[config.mk]
export PLATFORM = sky130hd
export DESIGN_NAME = lpddr2_mpfe_guard
export DESIGN_NICKNAME = d
export VERILOG_FILES = /design/src/rtl/lpddr2_mpfe_guard.sv
export SDC_FILE = /design/constraint.sdc
export NUM_CORES = 1
export LEC_CHECK = 0
export ABC_AREA = 1
export CORE_MARGIN = 3
export CORE_UTILIZATION = 29
export CTS_BUF_LIST = sky130_fd_sc_hd__clkbuf_8
export DETAILED_ROUTE_END_ITERATION = 7
export GPL_TIMING_DRIVEN = 0
export PLACE_DENSITY = 0.83
export SYNTH_ARGS = -nofsm -noshare
export SYNTH_HDL_FRONTEND = slang
export SYNTH_SLANG_ARGS = --single-unit
[constraint.sdc]
create_clock -name avm_clk -period 2.9 [get_ports avm_clk]
set_clock_uncertainty 0.1 [all_clocks]
set_input_delay 0.29 -clock avm_clk [delete_from_list [all_inputs] [get_ports avm_clk]]
set_output_delay 0.29 -clock avm_clk [all_outputs]
set_load 0.02 [all_outputs]
[src/rtl/lpddr2_mpfe_guard.sv]
`default_nettype none
// ============================================================================
// Module  : lpddr2_mpfe_guard
// Brief   : Avalon-MM guard between an upstream master and the LPDDR2 MPFE.
//           It holds traffic until calibration is done and bounds outstanding
//           reads. A watchdog aborts lost reads by returning FILL data.
// Revision: 1.0
// ============================================================================
module lpddr2_mpfe_guard #(
    parameter int              AW      = 25,
    parameter int              DW      = 32,
    parameter int              MAX_OUT = 8,
    parameter int              TIMEOUT = 1024,
    parameter logic [DW-1:0]   FILL    = 32'hDEADBEEF
) (
    input  logic                       avm_clk,
    input  logic                       rst_n,
    input  logic                       mpfe_reset_n,
    input  logic                       local_cal_success,
    input  logic [AW-1:0]              s_address,
    input  logic [DW-1:0]              s_writedata,
    input  logic [DW/8-1:0]            s_byteenable,
    input  logic                       s_read,
    input  logic                       s_write,
    output logic                       s_waitrequest,
    output logic [DW-1:0]              s_readdata,
    output logic                       s_readdatavalid,
    output logic [AW-1:0]              m_address,
    output logic [DW-1:0]              m_writedata,
    output logic [DW/8-1:0]            m_byteenable,
    output logic                       m_read,
    output logic                       m_write,
    input  logic                       m_waitrequest,
    input  logic [DW-1:0]              m_readdata,
    input  logic                       m_readdatavalid,
    output logic                       st_ready,
    output logic                       st_timeout,
    output logic [$clog2(MAX_OUT):0]   st_outstanding
);

    localparam int            c_ow       = $clog2(MAX_OUT) + 1;
    localparam int            c_ww       = $clog2(TIMEOUT + 1);
    localparam logic [c_ow-1:0] c_max_out  = c_ow'(MAX_OUT);
    localparam logic [c_ww-1:0] c_wd_limit = c_ww'(TIMEOUT - 1);

    typedef enum logic [1:0] {
        S_WAIT_CAL = 2'd0,
        S_READY    = 2'd1,
        S_DRAIN    = 2'd2,
        S_FAULT    = 2'd3
    } state_t;

    state_t            r_state;
    state_t            w_next;
    logic              r_cal_meta;
    logic              r_cal_sync;
    logic [c_ow-1:0]   r_outstanding;
    logic [c_ww-1:0]   r_wd;
    logic              w_mem_ok;
    logic              w_full;
    logic              w_empty;
    logic              w_wd_expired;
    logic              w_accept;
    logic              w_ret;
    logic              w_dec;
    logic              w_wd_active;

    assign w_mem_ok     = mpfe_reset_n & r_cal_sync;
    assign w_full       = (r_outstanding == c_max_out);
    assign w_empty      = (r_outstanding == '0);
    assign w_wd_expired = (r_wd == c_wd_limit);
    assign w_wd_active  = (r_state == S_READY) || (r_state == S_DRAIN);
    assign w_dec        = w_ret & ~w_empty;

    assign m_address      = s_address;
    assign m_writedata    = s_writedata;
    assign m_byteenable   = s_byteenable;
    assign st_outstanding = r_outstanding;

    always_ff @(posedge avm_clk or negedge rst_n) begin
        if (!rst_n) begin
            r_cal_meta <= 1'b0;
            r_cal_sync <= 1'b0;
        end else begin
            r_cal_meta <= local_cal_success;
            r_cal_sync <= r_cal_meta;
        end
    end

    always_ff @(posedge avm_clk or negedge rst_n) begin
        if (!rst_n) begin
            r_state <= S_WAIT_CAL;
        end else begin
            r_state <= w_next;
        end
    end

    always_comb begin
        w_next          = r_state;
        s_waitrequest   = 1'b1;
        s_readdata      = m_readdata;
        s_readdatavalid = 1'b0;
        m_read          = 1'b0;
        m_write         = 1'b0;
        st_ready        = 1'b0;
        w_accept        = 1'b0;
        w_ret           = 1'b0;
        case (r_state)
            S_WAIT_CAL: begin
                if (w_mem_ok) w_next = S_READY;
            end
            S_READY: begin
                st_ready        = 1'b1;
                s_waitrequest   = m_waitrequest | w_full;
                m_read          = s_read & ~w_full;
                m_write         = s_write & ~w_full;
                s_readdatavalid = m_readdatavalid;
                w_accept        = s_read & ~(m_waitrequest | w_full);
                w_ret           = m_readdatavalid;
                if (w_wd_expired)   w_next = S_FAULT;
                else if (!w_mem_ok) w_next = S_DRAIN;
            end
            S_DRAIN: begin
                s_readdatavalid = m_readdatavalid;
                w_ret           = m_readdatavalid;
                if (w_wd_expired) w_next = S_FAULT;
                else if (w_empty) w_next = S_WAIT_CAL;
            end
            S_FAULT: begin
                // Real responses are discarded; each lost read gets one FILL beat.
                s_readdata      = FILL;
                s_readdatavalid = ~w_empty;
                w_ret           = ~w_empty;
                if (w_empty) w_next = S_WAIT_CAL;
            end
            default: w_next = S_WAIT_CAL;
        endcase
    end

    always_ff @(posedge avm_clk or negedge rst_n) begin
        if (!rst_n) begin
            r_outstanding <= '0;
        end else if (w_accept && !w_dec) begin
            r_outstanding <= r_outstanding + c_ow'(1);
        end else if (w_dec && !w_accept) begin
            r_outstanding <= r_outstanding - c_ow'(1);
        end
    end

    // Only pending reads arm the watchdog, so write-only traffic never trips it.
    always_ff @(posedge avm_clk or negedge rst_n) begin
        if (!rst_n) begin
            r_wd       <= '0;
            st_timeout <= 1'b0;
        end else begin
            if (!w_wd_active || w_empty || m_readdatavalid) begin
                r_wd <= '0;
            end else if (!w_wd_expired) begin
                r_wd <= r_wd + c_ww'(1);
            end
            if (w_wd_active && w_wd_expired) begin
                st_timeout <= 1'b1;
            end
        end
    end

endmodule
`default_nettype wire
# == Word level (Yosys, flattened, before mapping) ==
# Cells that the tools add are included.
# W data, S select, Z words.
# op_classes
bitwise,9
muxes,17
n_eq_ne,8
n_reduce_logical,14
addsub,3
# op_table
cell,n
$mux W32,1
$mux W11,2
$add A11 B1 Y11 const B,1
$eq A11 B10 Y1 const B,1
$mux W2,5
$mux W4,2
$pmux W2 S4,1
$and A1 B1 Y1,5
$mux W1,5
$add A4 B1 Y4 const B,1
$eq A2 B2 Y1 const B,2
$eq A4 B4 Y1 const B,1
$logic_not A4 Y1,1
$sub A4 B1 Y4 const B,1
$logic_and A1 B1 Y1,3
$logic_not A1 Y1,3
$logic_or A1 B1 Y1,3
$ne A3 B3 Y1 const B,1
$not A1 Y1,3
$eq A2 B1 Y1 const B,1
$logic_not A2 Y1,1
$ne A2 B1 Y1 const B,1
$ne A2 B2 Y1 const B,1
$pmux W1 S2,1
4 further kinds,4
# totals
reg_bits,20
out_inout_bits,103
input_bits,101

# == Depth between registers and ports, before layout ==
# logic_depth
ltp_word,9
ltp_mapped,13
mapped_depth_nobuf,13

# == Least setup slack after synthesis ==
# OpenSTA, ideal clock, no wires.
# synth_path
kind,reg-to-reg
start,reg r_state[0]
end,"reg r_outstanding[3], in the netlist st_outstanding[3]"
required_ns,2.668
stages_incl_launch_ff,14
path_slack_ns,0.308
t_arrival_ns,2.359
period_less_slack_ns,2.592
path_cell_list,dfrtp_1 -> inv_1 -> ha_1 -> nand2_1 -> a21oi_1 -> nand2_1 -> ha_1 -> inv_1 -> ha_1 -> a21oi_1 -> nand3_1 -> nand2_1 -> nor2_1 -> xor2_1
# synth_between
elab_chain_cells,7
word_cells_on_any_way,13
cone_classes,eq/ne: 3; mux: 3; bitwise: 1; reduce/logical: 6
# synth_lines
item,line_no,rtl
from (decl),53,state_t r_state;
from (signal assigned),94,r_state <= w_next;
$eq A2 B1 Y1 or $eq A2 B2 Y1 (tied branches),-,
$reduce_or A2 Y1 (no source line),-,
$pmux W1 S2 *,-,
named net s_readdatavalid,27,"output logic s_readdatavalid,"
$and A1 B1 Y1 *,73,assign w_dec = w_ret & ~w_empty;
$logic_not A1 Y1,143,end else if (w_accept && !w_dec) begin
$logic_and A1 B1 Y1,143,
$mux W4 or $reduce_bool A2 Y1 (tied branches),-,
to (signal assigned),144,r_outstanding <= r_outstanding + c_ow'(1);
to (signal assigned),146,r_outstanding <= r_outstanding - c_ow'(1);
to (decl),57,logic [c_ow-1:0] r_outstanding;
# Mark *: on every way through the listed nets, which the timed path passes. The rest lies on a longest branch.
# A chain may end at the register's enable or synchronous reset.

# == Final worst setup path ==
# layout_path
start,reg r_state[1]
end,"reg r_outstanding[3], in the netlist st_outstanding[3]"
# layout_between
elab_chain_cells,7
word_cells_on_any_way,13
cone_classes,eq/ne: 3; mux: 3; bitwise: 1; reduce/logical: 6
# layout_lines
item,line_no,rtl
$eq A2 B1 Y1 or $eq A2 B2 Y1 (tied branches),108,case (r_state)
$reduce_or A2 Y1 (no source line),-,
$pmux W1 S2,108,
$and A1 B1 Y1,73,
$logic_not A1 Y1,143,
$logic_and A1 B1 Y1,143,
$mux W4 or $reduce_bool A2 Y1 (tied branches),-,
# Several ways; a longest one is shown, not always the timed one.

==> flow_metrics.py <==
metrics = {
    "placed_design": {
        "globalplace.congestion": 0.822,
        "dp.cells": 464,
        "port_buffers": 142,
        "dp_hpwl_um": 5710,
        "placement_stage_cell_area_mm2": 0.00341,
    },
    "critical_path": {
        "top_family_by_delay_on_critical_path": "adder cells",
        "worstSetupPathType": "reg -> reg",
        "required_ns": 2.94,
        "setup.worst_path.start_class": "flop",
        "timing.critical_path.cells": "inv_1 > ha_1 > o21ai_0 > nor3_1 > ha_1 > inv_1 > ha_1 > a21oi_1 > nand3_1 > nand2_1 > nor2_1 > xor2_1",
        "setup.worst_path.end_class": "flop",
        "cell_with_the_largest_stage_delay_on_the_worst_path": "dfrtp_1",
        "crit_path_max_incr_delay_ns": 0.42,
        "crit_arrival_ns": 2.68,
        "critPathBufInv": 2,
        "critical_path.most_common_cell": "ha_1",
        "worst-path-max-fanout": 4,
    },
    "routing": {
        "via_count": 2040,
        "vias_per_cell": 4.36,
        "drt_pre_antenna_iters": 4,
        "highest-signal-layer": "met4",
        "met2_wirelength_um": 3660,
        "met1_length_um": 2370,
        "met3_length_um": 448,
        "per_cell_routed_wire_length_um": 14.2,
        "routed_wl_um": 6630,
        "drt-initial-drc-count": 46,
        "drc_errors": 0,
        "antenna_violating_nets_post_route": 0,
    },
    "synthesis": {
        "synth.cell_area_mm2": 0.00189,
        "synth_enable_flop_cells": 0,
        "ys_seq_elements": 20,
        "ys_seq_area_share_pct": 26.5,
        "synth_async_sr_flop_share_pct": 100,
        "synth_flop_cell": "dfrtp_1",
        "yosys_warnings": 0,
        "synth_cells": 247,
        "post_synth.cell_area_avg_um2": 7.66,
        "yosys.cell_types.count": 29,
        "syn_nets": 358,
    },
    "power": {
        "cellPowerDensity_mw_per_mm2": 612,
        "design_power_total_uw": 2120,
        "vdd_drop_max_uv": 566,
        "p_leak_uw": 0.00161,
    },
    "sta": {
        "final-hold-violation-count": 0,
        "final_max_slew_viol_count": 0,
        "tns_setup_ns": 0,
        "setup_viol_count_final": 0,
        "grt_setup_unrepaired": "false",
        "fin_crit_sh_pct": 90.7,
        "worstMarginPinSlew_ns": 0.888,
        "fin_crit_ns": 2.63,
        "max-slew-margin-rel_pct": 40.6,
        "max_clock_freq_ghz": 0.380,
    },
    "status": {
        "status": "finished clean",
    },
    "job": {
        "max-cap-violations": 0,
    },
    "layout": {
        "final_layout_size_suffix_gt1_share_pct": 25.7,
        "filler_cell_count": 529,
        "multi_input_area_um2": 825,
        "antennaDiodeCount": 0,
        "fin_cells": 468,
        "layout_common_cells": "clkdlybuf4s50_1, buf_4, nand2_1, inv_1, or2_2",
        "finish.net_count": 505,
        "layout.cells.most_common": "clkdlybuf4s50_1",
        "flip_flop_and_latch_area_um2": 500,
        "postLayoutCellArea_mm2": 0.00346,
        "area_growth_pct": 83.0,
    },
    "clock_network": {
        "post_cts.resized_instances": 0,
        "cts_root_buffer": "clkbuf_8",
        "clock_insertion_delay_worst_skew_ns": 0.26,
        "clock_slew_seen_by_the_registers_of_the_worst_setup_and_hold_paths_ns": 0.07,
        "htree_levels": 1,
        "postCtsHoldBufs": 0,
        "clock_tree.buffer_depth": 2,
        "cts_inserted_buffers": 3,
        "clock_tree_from_tritoncts": "built",
        "tritoncts_num_sinks": 20,
        "post_cts_buffers": 0,
    },
    "global_route": {
        "grt_pass1_wl_um": 9530,
        "grt_antenna_before_repair": 0,
        "globalRouteOverflowTotal": 0,
        "grt_start_max_net_pins": 21,
        "grt_pass1_vias": 1931,
        "all_layer_gr_usage_pct": 15.8,
    },
    "worst_hold_path": {
        "timing.hold.worst.class": "reg -> reg",
    },
    "floorplanning": {
        "dieArea_mm2": 0.00753,
        "die-height_um": 86.8,
        "initial_utilization_pct": 30.9,
        "core_rows": 28,
        "ios": 204,
        "die_width_um": 86.8,
        "coreArea_mm2": 0.00613,
    },
}
-- kinds of logic (layout without fill, tap and decap cells) --
family	after synthesis	count (layout)	synth area share, %
buffers and inverters	90	236	30.0
and+or+nand+nor	101	101	27.4
adders and majority gates	10	10	7.01
DFF	20	20	26.5
xor gates and xnor gates	6	6	2.78
AOI/OAI and AO/OA	20	20	6.35
-- synth_stat cells, types with 3 or more instances --
library cell  instances  area, µm²
a21oi_1               6       30.0
buf_4                61        458
clkbuf_1              3       11.3
dfrtp_1              20        500
ha_1                  9        113
inv_1                25       93.8
nand2_1              29        109
nand3_1              10       50.1
nand4_1               3       18.8
nor2_1               22       82.6
nor3_1                3       15.0
o21ai_0               7       35.0
or2_2                25        156
xnor2_1               4       35.0
-- metal layers --
layer	global-route usage, %	vias up
met5	0	-
met4	5.10	0
met3	2.76	14
met2	30.3	104
met1	17.4	925
li1	-	997
-- registers in the layout, summed over array words and instances (netlist names) --
name	cells
st_timeout	1
r_state	2
r_cal_meta	1
r_wd	11
r_cal_sync	1
st_outstanding	4
-- final timing paths --
| kind | cells past startpoint | from | to | slack (ns) |
|---|---|---|---|---|
| setup / recovery | 12 | r_state[1] | st_outstanding[3] | 0.27 |
| hold reg to reg | 0 | r_cal_meta | r_cal_sync | 0.26 |
| min in group asynchronous | 1 | rst_n | r_wd[5] | 0.43 |
| max in group asynchronous | 1 | rst_n | st_outstanding[3] | 1.72 |
| setup reg to reg | 12 | r_state[1] | st_outstanding[3] | 0.27 |
| hold / removal | 0 | r_cal_meta | r_cal_sync | 0.26 |
-- cell type report --
| type | count | area share [%] |
|---|---|---|
| buffer | 64 | 13.6 |
| inverter | 26 | 2.82 |
| tap | 75 | 2.71 |
| clock buffer | 4 | 1.59 |
| sequential | 20 | 14.5 |
| timing repair buffer | 142 | 41.1 |
| multi-input combinational | 137 | 23.8 |
-- stage by stage --
stage	hold slack (ns)	util [%]	setup slack (ns)
floorplan	-0.106	-	0.308
global placement	0.234	55.6	0.422
detailed placement	0.242	55.6	0.299
CTS	0.259	56.5	0.287
global route	0.269	56.5	0.103
finish	0.256	56.5	0.269
-- where the power goes --
part           leakage [µW]  switching [µW]  internal [µW]
registers          0.000262            78.8            340
clock network     0.0000288            94.3            121
logic               0.00132             765            719
Note: power is estimated with default switching activity, not from simulation.
